===== src/rtl/cpu_mon_pkg.sv =====
`default_nettype none
// ============================================================================
//  Module      : cpu_mon_pkg
//  Description : Shared types and constants for the CPU run monitor: the
//                controller state encoding and the PC history depth.
//  Revision    : 1.0  initial release
// ============================================================================
package cpu_mon_pkg;

    // Controller states of the run monitor.
    typedef enum logic [1:0] {
        ST_IDLE  = 2'd0,
        ST_RUN   = 2'd1,
        ST_CHECK = 2'd2,
        ST_DONE  = 2'd3
    } mon_state_t;

    // Number of distinct PCs retained in the optional history.
    localparam int c_HIST_DEPTH = 4;

endpackage : cpu_mon_pkg
`default_nettype wire


===== src/rtl/pc_history_buf.sv =====
`default_nettype none
// ============================================================================
//  Module      : pc_history_buf
//  Description : Shift register holding the last c_HIST_DEPTH program
//                counters pushed into it. Newest entry sits at [DW-1:0].
//  Revision    : 1.0  initial release
//
//  Ports
//    clk      in   clock, rising edge
//    rst      in   synchronous active-high reset, clears all entries
//    i_clear  in   synchronous clear (start of a new run)
//    i_shift  in   push i_pc as newest entry
//    i_pc     in   DW   value to push
//    o_hist   out  c_HIST_DEPTH*DW   packed history, newest at [DW-1:0]
// ============================================================================
module pc_history_buf
    import cpu_mon_pkg::*;
#(
    parameter int DW = 32
) (
    input  logic                       clk,
    input  logic                       rst,
    input  logic                       i_clear,
    input  logic                       i_shift,
    input  logic [DW-1:0]              i_pc,
    output logic [c_HIST_DEPTH*DW-1:0] o_hist
);

    logic [c_HIST_DEPTH*DW-1:0] r_hist;

    // Older entries move toward the high end; the oldest falls off the top.
    always_ff @(posedge clk) begin
        if (rst || i_clear) begin
            r_hist <= '0;
        end else if (i_shift) begin
            r_hist <= {r_hist[(c_HIST_DEPTH-1)*DW-1:0], i_pc};
        end
    end

    assign o_hist = r_hist;

endmodule : pc_history_buf
`default_nettype wire


===== src/rtl/cpu_run_monitor.sv =====
`default_nettype none
// ============================================================================
//  Module      : cpu_run_monitor
//  Description : Watches a CPU run started by a one-cycle start pulse. The
//                run ends when the PC has stayed unchanged for STALL_CYCLES
//                consecutive compares (halt) or after MAX_CYCLES clocks
//                (timeout). One clock later the watched channels are compared
//                against their expected values and the result is latched.
//                Halt wins over timeout when both occur in the same clock.
//  Revision    : 1.0  initial release
//
//  Optional feature
//    MON_PC_HISTORY_EN  defined   : keep the last four distinct PCs seen
//                                   during RUN on hist_pc
//                       undefined : hist_pc is tied to zero, no storage
//
//  Ports
//    clk          in   clock, rising edge
//    reset        in   synchronous active-high reset, aborts any run
//    start        in   one-cycle pulse, accepted in IDLE and DONE only
//    debug_pc     in   DW        current CPU program counter
//    watch_vals   in   NCH*DW    observed values, channel i at [i*DW +: DW]
//    exp_vals     in   NCH*DW    expected values, same packing
//    done         out  run finished, results valid
//    pass         out  every channel matched and no timeout
//    timeout      out  run ended by MAX_CYCLES rather than by halt
//    fail_mask    out  NCH       bit i set when channel i mismatched
//    cycle_count  out  clocks spent in RUN (saturates at MAX_CYCLES)
//    hist_pc      out  4*DW      last four distinct PCs, newest at [DW-1:0]
// ============================================================================
module cpu_run_monitor
    import cpu_mon_pkg::*;
#(
    parameter int NCH          = 2,
    parameter int DW           = 32,
    parameter int MAX_CYCLES   = 50,
    parameter int STALL_CYCLES = 4
) (
    input  logic                              clk,
    input  logic                              reset,
    input  logic                              start,
    input  logic [DW-1:0]                     debug_pc,
    input  logic [NCH*DW-1:0]                 watch_vals,
    input  logic [NCH*DW-1:0]                 exp_vals,
    output logic                              done,
    output logic                              pass,
    output logic                              timeout,
    output logic [NCH-1:0]                    fail_mask,
    output logic [$clog2(MAX_CYCLES+1)-1:0]   cycle_count,
    output logic [c_HIST_DEPTH*DW-1:0]        hist_pc
);

    localparam int             c_CW        = $clog2(MAX_CYCLES + 1);
    localparam logic [c_CW-1:0] c_cnt_max  = c_CW'(MAX_CYCLES);
    localparam logic [c_CW-1:0] c_cnt_last = c_CW'(MAX_CYCLES - 1);
    localparam logic [c_CW-1:0] c_cnt_one  = c_CW'(1);
    localparam logic [3:0]      c_stall_lim = 4'(STALL_CYCLES);

    mon_state_t        r_state;
    mon_state_t        w_state_nxt;
    logic              w_start_run;
    logic              w_leave_run;
    logic              w_halt;
    logic              w_tmo_hit;

    logic [DW-1:0]     r_prev_pc;
    logic [3:0]        r_stall_cnt;
    logic [c_CW-1:0]   r_cycle_cnt;
    logic [NCH-1:0]    r_fail_mask;
    logic              r_timeout;
    logic              r_done;
    logic              r_pass;
    logic [NCH-1:0]    w_mismatch;
    logic              w_pc_same;

    // ------------------------------------------------------------------
    // Per-channel comparison, sampled only in CHECK.
    // ------------------------------------------------------------------
    genvar g;
    generate
        for (g = 0; g < NCH; g++) begin : g_cmp
            assign w_mismatch[g] = (watch_vals[g*DW +: DW] != exp_vals[g*DW +: DW]);
        end
    endgenerate

    assign w_pc_same = (debug_pc == r_prev_pc);

    // Both end conditions look at registered counts, so the halt becomes
    // visible the clock after the final equal compare; CHECK then adds one
    // more clock, giving the fixed two-clock halt-to-done latency.
    assign w_halt    = (r_stall_cnt == c_stall_lim);
    assign w_tmo_hit = (r_cycle_cnt == c_cnt_last);

    // ------------------------------------------------------------------
    // Controller
    // ------------------------------------------------------------------
    always_ff @(posedge clk) begin
        if (reset) begin
            r_state <= ST_IDLE;
        end else begin
            r_state <= w_state_nxt;
        end
    end

    always_comb begin
        w_state_nxt = r_state;
        w_start_run = 1'b0;
        w_leave_run = 1'b0;
        case (r_state)
            ST_IDLE: begin
                if (start) begin
                    w_state_nxt = ST_RUN;
                    w_start_run = 1'b1;
                end
            end
            ST_RUN: begin
                if (w_halt || w_tmo_hit) begin
                    w_state_nxt = ST_CHECK;
                    w_leave_run = 1'b1;
                end
            end
            ST_CHECK: begin
                w_state_nxt = ST_DONE;
            end
            ST_DONE: begin
                if (start) begin
                    w_state_nxt = ST_RUN;
                    w_start_run = 1'b1;
                end
            end
            default: begin
                w_state_nxt = ST_IDLE;
            end
        endcase
    end

    // ------------------------------------------------------------------
    // Datapath
    // ------------------------------------------------------------------
    always_ff @(posedge clk) begin
        if (reset) begin
            r_prev_pc   <= '0;
            r_stall_cnt <= '0;
            r_cycle_cnt <= '0;
            r_fail_mask <= '0;
            r_timeout   <= 1'b0;
            r_done      <= 1'b0;
            r_pass      <= 1'b0;
        end else begin
            // prev_pc follows the PC every clock, so the first RUN compare
            // is against the PC seen in the cycle that carried start.
            r_prev_pc <= debug_pc;

            if (w_start_run) begin
                r_stall_cnt <= '0;
                r_cycle_cnt <= '0;
                r_fail_mask <= '0;
                r_timeout   <= 1'b0;
                r_done      <= 1'b0;
                r_pass      <= 1'b0;
            end else if (r_state == ST_RUN) begin
                if (r_cycle_cnt != c_cnt_max) begin
                    r_cycle_cnt <= r_cycle_cnt + c_cnt_one;
                end
                if (w_pc_same) begin
                    if (r_stall_cnt != 4'hF) begin
                        r_stall_cnt <= r_stall_cnt + 4'd1;
                    end
                end else begin
                    r_stall_cnt <= '0;
                end
                if (w_leave_run) begin
                    r_timeout <= !w_halt;
                end
            end else if (r_state == ST_CHECK) begin
                r_fail_mask <= w_mismatch;
                r_pass      <= (w_mismatch == '0) && !r_timeout;
                r_done      <= 1'b1;
            end
        end
    end

    assign done        = r_done;
    assign pass        = r_pass;
    assign timeout     = r_timeout;
    assign fail_mask   = r_fail_mask;
    assign cycle_count = r_cycle_cnt;

    // ------------------------------------------------------------------
    // Optional PC history
    // ------------------------------------------------------------------
`ifdef MON_PC_HISTORY_EN
    logic w_hist_push;

    assign w_hist_push = (r_state == ST_RUN) && !w_pc_same;

    pc_history_buf #(
        .DW (DW)
    ) u_pc_history_buf (
        .clk     (clk),
        .rst     (reset),
        .i_clear (w_start_run),
        .i_shift (w_hist_push),
        .i_pc    (debug_pc),
        .o_hist  (hist_pc)
    );
`else
    assign hist_pc = '0;
`endif

endmodule : cpu_run_monitor
`default_nettype wire


===== config.mk =====
export PLATFORM = sky130hd
export DESIGN_NAME = cpu_run_monitor
export DESIGN_NICKNAME = d
export VERILOG_FILES = /design/src/rtl/cpu_mon_pkg.sv /design/src/rtl/pc_history_buf.sv /design/src/rtl/cpu_run_monitor.sv
export SDC_FILE = /design/constraint.sdc
export NUM_CORES = 1
export LEC_CHECK = 0
export CORE_AREA = 2 2 116 118
export DETAILED_ROUTE_END_ITERATION = 7
export DIE_AREA = 0 0 118 120
export PLACE_DENSITY_LB_ADDON = 0.1
export SYNTH_ARGS = -nofsm -noshare
export SYNTH_HDL_FRONTEND = slang
export SYNTH_SLANG_ARGS = --single-unit

===== constraint.sdc =====
create_clock -name clk -period 2.3 [get_ports clk]
set_input_delay 0.46 -clock clk [delete_from_list [all_inputs] [get_ports clk]]
set_output_delay 0.46 -clock clk [all_outputs]
set_load 0.1 [all_outputs]

# Word-level counts from Yosys, hierarchy flattened
# Cells that the tools add are included.
dict set report word_totals {
  word_cells 46
  out_inout_bits 139
  inputBits 163
  ff_bits 49
}
dict set report op_classes {
  add_sub_neg 2
  n_eq_ne 13
  mux 9
  reduce_logical 13
  n_bitwise 1
}
# op count
set op_table {}
lappend op_table {{$ne A32 B32 Y1} 2}
lappend op_table {{$eq A32 B32 Y1} 1}
lappend op_table {{$reduce_and A2 Y1} 5}
lappend op_table {{$mux W4} 2}
lappend op_table {{$add A6 B1 Y6 const B} 1}
lappend op_table {{$eq A6 B6 Y1 const B} 1}
lappend op_table {{$ne A6 B6 Y1 const B} 1}
lappend op_table {{$pmux W2 S3} 1}
lappend op_table {{$add A4 B1 Y4 const B} 1}
lappend op_table {{$eq A2 B2 Y1 const B} 2}
lappend op_table {{$eq A4 B3 Y1 const B} 1}
lappend op_table {{$logic_not A2 Y1} 2}
lappend op_table {{$mux W1} 4}
lappend op_table {{$mux W2} 2}
lappend op_table {{$ne A2 B1 Y1 const B} 2}
lappend op_table {{$ne A4 B4 Y1 const B} 1}
lappend op_table {{$reduce_or A2 Y1} 2}
lappend op_table {{$eq A2 B1 Y1 const B} 1}
lappend op_table {{$logic_not A1 Y1} 2}
lappend op_table {{$ne A2 B2 Y1 const B} 1}
lappend op_table {{$logic_and A1 B1 Y1} 1}
lappend op_table {{$logic_or A1 B1 Y1} 1}
lappend op_table {{$not A1 Y1} 1}

# Depth between registers and ports, before layout
# Gate-level depths: netlist (run 1).
dict set report depth {
  word_depth 5
  ltp_mapped 8
  depth_no_buf 7
}

# Least setup slack after synthesis (run 1)
# Ideal clock, no wire load.
dict set report synth_timing {
  path_type {register to register}
  start {register r_cycle_cnt[3], in the netlist cycle_count[3]}
  end {register r_cycle_cnt[3], in the netlist cycle_count[3]}
  period_less_slack_ps 2035
  slack_ps 265
  n_path_buf 0
  t_arrival_ps 1969
  stages_incl_launch_ff 6
  setup_ps 67
  required_time_ps 2233
  path_cell_list {dfxtp_1 and4bb_2 a21oi_1 nand2_1 xor2_1 nor2_1}
}
dict set report synth_via {
  elab_chain_len 2
  elab_cells_between_ends 3
  cone_classes {1 x add/sub; 1 x eq/ne; 1 x reduce/logical}
}
# element line_no
set synth_lines {}
lappend synth_lines {{from (decl)} cpu_run_monitor.sv:68} ;# logic [c_CW-1:0] r_cycle_cnt;
lappend synth_lines {{from (signal assigned)} cpu_run_monitor.sv:163} ;# r_cycle_cnt <= r_cycle_cnt + c_cnt_one;
lappend synth_lines {{parallel branches: the longest is 2 deep, another holds $add A6 B1 Y6} --}
# Several ways; the timed one is not identified.
# A chain may end at the register's enable or synchronous reset.

# Worst setup path after layout (run 1)
dict set report layout_timing {
  start {input port exp_vals[41]}
  end {register r_fail_mask[1], in the netlist fail_mask[1]}
}
dict set report layout_via {
  elab_chain_len 1
}
# element line_no
set layout_lines {}
lappend layout_lines {{from (decl)} cpu_run_monitor.sv:44} ;# input logic [NCH*DW-1:0] exp_vals,
lappend layout_lines {{$ne A32 B32 Y1} cpu_run_monitor.sv:82} ;# assign w_mismatch[g] = (watch_vals[g*DW +: DW] != exp_vals[g*DW +: DW]);
lappend layout_lines {{to (signal assigned)} cpu_run_monitor.sv:176} ;# r_fail_mask <= w_mismatch;
lappend layout_lines {{to (decl)} cpu_run_monitor.sv:69} ;# logic [NCH-1:0] r_fail_mask;
# No other way between the ends.

==> flow_metrics.env, run 1 <==
export IMPL_status="complete, no violations"
export IMPL_cts_resized=0
export IMPL_worst_path_max_fanout=2
export IMPL_crit_path_end_kind="flop"
export IMPL_crit_type="in -> reg"
export IMPL_grt_pass1_wl_mm=16.3
export IMPL_ctsHoldBuffers=0
export IMPL_ios=302
export IMPL_wl_per_cell_um=14.3
export IMPL_setup_viol=0
export IMPL_core_um2=13000
export IMPL_synth_area_um2=3700
export IMPL_dp_cells=771
export IMPL_power_leakage_nw=2.15
export IMPL_hpwl_mm=9.91
export IMPL_crit_arrival_ns=2.37
export IMPL_synth_edff_count=0
export IMPL_post_cts_buffers=0
export IMPL_via_per_inst=3.84
export IMPL_io_buffer_count=173
export IMPL_async_flop_share_pct=0
export IMPL_clk_latency_ns=0.28
export IMPL_critPathRequiredTime_ns=2.46
export IMPL_place_congestion=0.899
export IMPL_hold_violations=0
export IMPL_yosys_cell_count_top_type="buf_4"
export IMPL_clock_sinks=49
export IMPL_fin_ws_ns=0.0918
export IMPL_final_antenna_net_count=0
export IMPL_power_density_nw_per_um2=707
export IMPL_yosysSeqAreaShare_pct=26.5
export IMPL_track_usage_pct=15.2
export IMPL_fmax_mhz=453
export IMPL_wl_met2_mm=5.40
export IMPL_antenna_found_initial=5
export IMPL_root_buffer="clkbuf_16"
export IMPL_synth_cells=420
export IMPL_clk_pin_slew_ns=0.06
export IMPL_ys_seq_elements=49
export IMPL_hp_class="reg -> reg"
export IMPL_synth_top_area_share_pct=26.5
export IMPL_cts_tree="built"
export IMPL_highest_layer="met5"
export IMPL_setup_tns_ns=0
export IMPL_initial_core_util_pct=28.5
export IMPL_grt_overflow=0
export IMPL_avgSynthCellArea_um2=8.80
export IMPL_drtIter0Drc=108
export IMPL_vdd_ir_drop_max_uv=540
export IMPL_drtPass1Iterations=4
export IMPL_final_max_slew_viol_count=0
export IMPL_layout_min_cycle_time_ns=2.21
export IMPL_cts_max_level=2
export IMPL_die_height_um=120
export IMPL_post_layout_nonfiller_instances=781
export IMPL_numCtsBuffers=5
export IMPL_drt_wl_total_mm=11.1
export IMPL_m1WireLength_mm=4.56
export IMPL_synthFlopType="dfxtp_1"
export IMPL_area_growth_pct=44.9
export IMPL_dp_slack_ns=-0.178
export IMPL_final_layout_size_suffix_gt1_share_pct=4.98
export IMPL_layout_nets=773
export IMPL_worstSetupStartpointType="input pin"
export IMPL_dr_total_vias=2997
export IMPL_synth_area_leaders="dfxtp_1 27%, buf_4 26%, xnor2_1 17%"
export IMPL_yosysWarnings=0
export IMPL_yosysTopAreaCell="dfxtp_1"
export IMPL_maxCapViolCount=0
export IMPL_grt_pass1_vias=2821
export IMPL_rsz0062_at_grt="no"
export IMPL_skew_ns=0.00431
export IMPL_clock_path_buffers=2
export IMPL_synth_commonest_cells="128 x buf_4, 70 x xnor2_1, 49 x dfxtp_1, 32 x nor2b_1, 31 x xor2_1"
export IMPL_grt_start_max_net_pins=35
export IMPL_dr_wl_met3_mm=1.11
export IMPL_ys_types=30
export IMPL_drc=0
export IMPL_dieArea_um2=14200
export IMPL_period_share_pct=96.0
export IMPL_num_rows=42
export IMPL_die_w_um=118
## placed cells by master (no fill, tap or decap), types with 2 or more instances in the layout
cell and count:
conb_1 128, ha_1 8, a211oi_1 5, nor3_1 3, nor4_2 2, nand4_1 22, dfxtp_1 49, and3_1 3
a21oi_1 5, nor2_1 13, xor2_1 31, buf_4 19, inv_1 9, a31oi_1 4, clkbuf_16 5, nor4_1 8
diode_2 2, xnor2_1 70, nand3_1 5, nand2_1 7, clkdlybuf4s50_1 162, nor2b_1 32
## kinds of logic (layout without fill, tap and decap cells)
group | Yosys count | in the layout | share of synthesized area, %
adder cells (fa/ha/maj) | 8 | 8 | 2.71
flip-flops | 49 | 49 | 26.5
XOR/XNOR | 101 | 101 | 23.9
other | 1 | 130 | 0.101
AND/OR/NAND/NOR | 100 | 100 | 15.9
AO/OA/AOI/OAI | 19 | 19 | 3.38
buffers and inverters | 142 | 198 | 27.4
## through the flow
step / total power [mW] / hold slack [ns] / utilization (%) / cell area (µm²)
after floorplan: 2.65 / 0.466 / - / 4170
after global placement: 2.95 / 0.464 / 39.9 / 5180
after detailed placement: 2.97 / 0.473 / 39.9 / 5180
after CTS: 3.83 / 0.482 / 41.2 / 5350
after global routing: 3.96 / 0.506 / 41.2 / 5350
final: 3.79 / 0.480 / 41.3 / 5360
## routing by layer
metal	vias to the layer above	global-route usage [%]
met5	-	0
met4	4	2.26
met3	10	6.65
met2	142	25.8
met1	1365	18.2
li1	1476	-
## where the power goes
| part | switching, mW | internal [mW] |
|---|---|---|
| combinational | 1.45 | 0.508 |
| sequential | 0.0631 | 0.923 |
| clock | 0.301 | 0.543 |
## worst max-delay path: stages
cell	delay [ns]
clkdlybuf4s50_1	0.42
xor2_1	0.17
nor4_1	0.33
buf_4	0.17
nand4_1	0.10
or4_1	0.56
nor3b_1	0.16
## layout make-up
class	count	area, µm²
multi-input combinational	356	2180
inverter	9	33.8
tap	176	220
fill	1309	7620
timing repair buffer	181	1760
antenna	2	5.00
clock buffer	7	143
clock inverter	1	30.0
sequential	49	981
## registers in the layout (all words and copies together), names as in the netlist
| signal | cells |
|---|---|
| r_state | 2 |
| pass | 1 |
| timeout | 1 |
| r_stall_cnt | 4 |
| fail_mask | 2 |
| cycle_count | 6 |
| done | 1 |
| r_prev_pc | 32 |
## path summary, 6_finish.rpt
path,slack [ns],start,end,cells past startpoint
hold / removal,0.48,pass,pass,2
setup reg to reg,0.50,r_state[0],cycle_count[2],6
hold reg to reg,0.48,pass,pass,2
setup / recovery,0.09,exp_vals[41],fail_mask[1],7
Power figures use the tool's default switching activity.
==> run 2: changes to the inputs <==
--- a/config.mk
+++ b/config.mk
@@ -11,4 +11,5 @@
 export PLACE_DENSITY_LB_ADDON = 0.1
 export SYNTH_ARGS = -nofsm -noshare
 export SYNTH_HDL_FRONTEND = slang
+export SYNTH_HIERARCHICAL = 1
 export SYNTH_SLANG_ARGS = --single-unit
==> constraint.sdc (replaced) <==
create_clock -name clk -period 2.3 [get_ports clk]
set_input_delay 0.46 -clock clk [delete_from_list [all_inputs] [get_ports clk]]
set_output_delay 0.46 -clock clk [all_outputs]
set_load 0.02 [all_outputs]
==> run 2 against run 1 <==
Net effect: cell count down 0.13%; clock-buffer cell count down 1; largest power group unchanged; first-iteration DRC count unchanged; worst hold slack better by 0.0040 ns; clock skew up 0.0023 ns; die area unchanged; critical path depth unchanged; global-route usage up 0.55 points; utilization up 0.25 points.
==> flow_metrics.env, run 2 <==
export IMPL_status="complete, no violations"
export IMPL_clk_pin_slew_ns=0.06
export IMPL_synth_cells=420
export IMPL_cts_tree="built"
export IMPL_cp_top_family="simple AND/OR/NAND/NOR gates"
export IMPL_slowest_stage="or4_1"
export IMPL_num_rows=42
export IMPL_period_share_pct=93.4
export IMPL_worst_path_max_fanout=2
export IMPL_grt_pass1_wl_mm=17.0
export IMPL_final_layout_size_suffix_gt1_share_pct=3.48
export IMPL_fillCellCount=1311
export IMPL_rsz0062_at_grt="no"
export IMPL_placed_area_um2=5210
export IMPL_grt_pass1_vias=2960
export IMPL_worstSetupStartpointType="input pin"
export IMPL_die_height_um=120
export IMPL_final_antenna_net_count=0
export IMPL_synth_area_leaders="dfxtp_1 27%, buf_4 26%, xnor2_1 17%"
export IMPL_ys_types=30
export IMPL_multi_input_area_um2=2190
export IMPL_ios=302
export IMPL_grt_start_max_net_pins=35
export IMPL_hpwl_mm=9.97
export IMPL_area_growth_pct=45.8
export IMPL_regArea_um2=981
export IMPL_layout_nets=773
export IMPL_hold_violations=0
export IMPL_cts_resized=0
export IMPL_yosysWarnings=6
export IMPL_fmax_mhz=466
export IMPL_dr_total_vias=3007
export IMPL_hp_class="reg -> reg"
export IMPL_final_max_slew_viol_count=0
export IMPL_skew_ns=0.00657
export IMPL_yosysSeqAreaShare_pct=26.5
export IMPL_crit_path_end_kind="flop"
export IMPL_p_int_mw=1.96
export IMPL_via_per_inst=3.86
export IMPL_drt_wl_total_mm=11.4
export IMPL_critPathRequiredTime_ns=2.46
export IMPL_power_density_nw_per_um2=543
export IMPL_cp_num_buf_inv=2
export IMPL_synth_commonest_cells="128 x buf_4, 70 x xnor2_1, 49 x dfxtp_1, 32 x nor2b_1, 31 x xor2_1"
export IMPL_synthFlopType="dfxtp_1"
export IMPL_numCtsBuffers=5
export IMPL_regMostFlops="r_prev_pc"
export IMPL_vdd_ir_drop_max_uv=378
export IMPL_power_frac_clock_pct=28.3
export IMPL_io_buffer_count=173
export IMPL_layout_min_cycle_time_ns=2.15
export IMPL_die_w_um=118
export IMPL_crit_arrival_ns=2.31
export IMPL_clock_path_buffers=2
export IMPL_whs_ns=0.483
export IMPL_root_buffer="clkbuf_16"
export IMPL_fin_area_um2=5390
export IMPL_drtIter0Drc=108
export IMPL_clk_latency_ns=0.29
export IMPL_clock_sinks=49
export IMPL_async_flop_share_pct=0
export IMPL_antenna_found_initial=3
export IMPL_dieArea_um2=14200
export IMPL_avgSynthCellArea_um2=8.80
export IMPL_cts_max_level=2
export IMPL_largest_reg_flops=32
export IMPL_place_congestion=0.890
export IMPL_ys_seq_elements=49
export IMPL_synth_area_um2=3700
export IMPL_switchingPower_uw=966
export IMPL_max_stage_delay_ns=0.56
export IMPL_yosysTopAreaCell="dfxtp_1"
export IMPL_swShare_pct=33.0
export IMPL_synth_top_area_share_pct=26.5
export IMPL_maxCapViolCount=0
export IMPL_track_usage_pct=15.7
export IMPL_drc=0
export IMPL_setup_viol=0
export IMPL_yosys_cell_count_top_type="buf_4"
export IMPL_post_cts_buffers=0
export IMPL_initial_core_util_pct=28.5
export IMPL_core_um2=13000
export IMPL_final_common_cell="clkdlybuf4s50_1"
export IMPL_ctsHoldBuffers=0
export IMPL_synth_edff_count=0
export IMPL_drtPass1Iterations=4
export IMPL_grt_overflow=0
export IMPL_comb_power_share_pct=38.1
export IMPL_crit_type="in -> reg"
export IMPL_seq_power_share_pct=33.6
export IMPL_mostFrequentLayoutCells="173 x clkdlybuf4s50_1, 128 x conb_1, 70 x xnor2_1"
export IMPL_crit_chain="clkdlybuf4s50_1, xor2_1, nor4_2, buf_4, nand4_1, or4_1, nor3b_1"
export IMPL_wl_per_cell_um=14.6
export IMPL_power_leakage_nw=2.13
[run 2: cell counts after synthesis]
No cell type changed its count.
[run 2: logic make-up after synthesis]
kind of cell,count (synthesis),share of synthesized area (%)
buffers and inverters,142,27.4
other,1,0.101
AND/OR/NAND/NOR,100,15.9
flip-flops,49,26.5
adder cells (fa/ha/maj),8,2.71
AO/OA/AOI/OAI,19,3.38
XOR/XNOR,101,23.9
[run 2: area by class of cell]
| class | count | share of cell area [%] |
|---|---|---|
| diodes | 1 | 0.0464 |
| clock buffers | 6 | 2.39 |
| clock inverters | 2 | 0.720 |
| inverters | 9 | 0.627 |
| multi-input cells | 356 | 40.7 |
| flip-flops and latches | 49 | 18.2 |
| well taps | 176 | 4.09 |
| repair buffers | 181 | 33.2 |
[run 2: worst register-to-register path: stages (launching register included)]
cell	delay [ns]
dfxtp_1	0.41
inv_1	0.06
ha_1	0.19
and3b_1	0.19
a211oi_1	0.34
a21oi_1	0.12
a211oi_1	0.24
[run 2: through the flow]
step | instances | power (mW) | TNS, ns | util, % | setup slack [ns]
final | 780 | 2.93 | 0 | 41.5 | 0.153
after global routing | 779 | 3.10 | 0 | 41.5 | 0.0307
after CTS | 779 | 2.96 | 0 | 41.4 | 0.100
after detailed placement | 771 | 2.11 | -0.305 | 40.1 | -0.187
after global placement | 771 | 2.10 | -0.227 | 40.1 | -0.148
after floorplan | 547 | 1.77 | 0 | - | 0.555
[run 2: layer usage]
| layer | global-route usage [%] | vias to the layer above | part of all wire [%] |
|---|---|---|---|
| met2 | 25.3 | 155 | 46 |
| li1 | - | 1474 | - |
| met3 | 5.42 | 25 | 8.0 |
| met5 | 0 | - | 0.24 |
| met4 | 4.37 | 4 | 2.3 |
| met1 | 20.1 | 1349 | 44 |
[run 2: path summary, 6_finish.rpt]
kind | cells after the start | slack [ns] | startpoint | to
setup / recovery | 7 | 0.15 | exp_vals[41] | fail_mask[1]
hold / removal | 2 | 0.48 | pass | pass
setup reg to reg | 6 | 0.66 | r_stall_cnt[0] | r_state[0]
hold reg to reg | 2 | 0.48 | pass | pass
[run 2: power groups by stage]
| stage | registers, mW | logic, mW | clock network [mW] |
|---|---|---|---|
| floorplan | 1.02 | 0.753 | 0 |
| finish | 0.983 | 1.12 | 0.829 |
| CTS | 0.982 | 1.12 | 0.858 |
| detailed placement | 1.00 | 1.11 | 0 |
| global route | 0.992 | 1.22 | 0.893 |
| global placement | 1.00 | 1.10 | 0 |
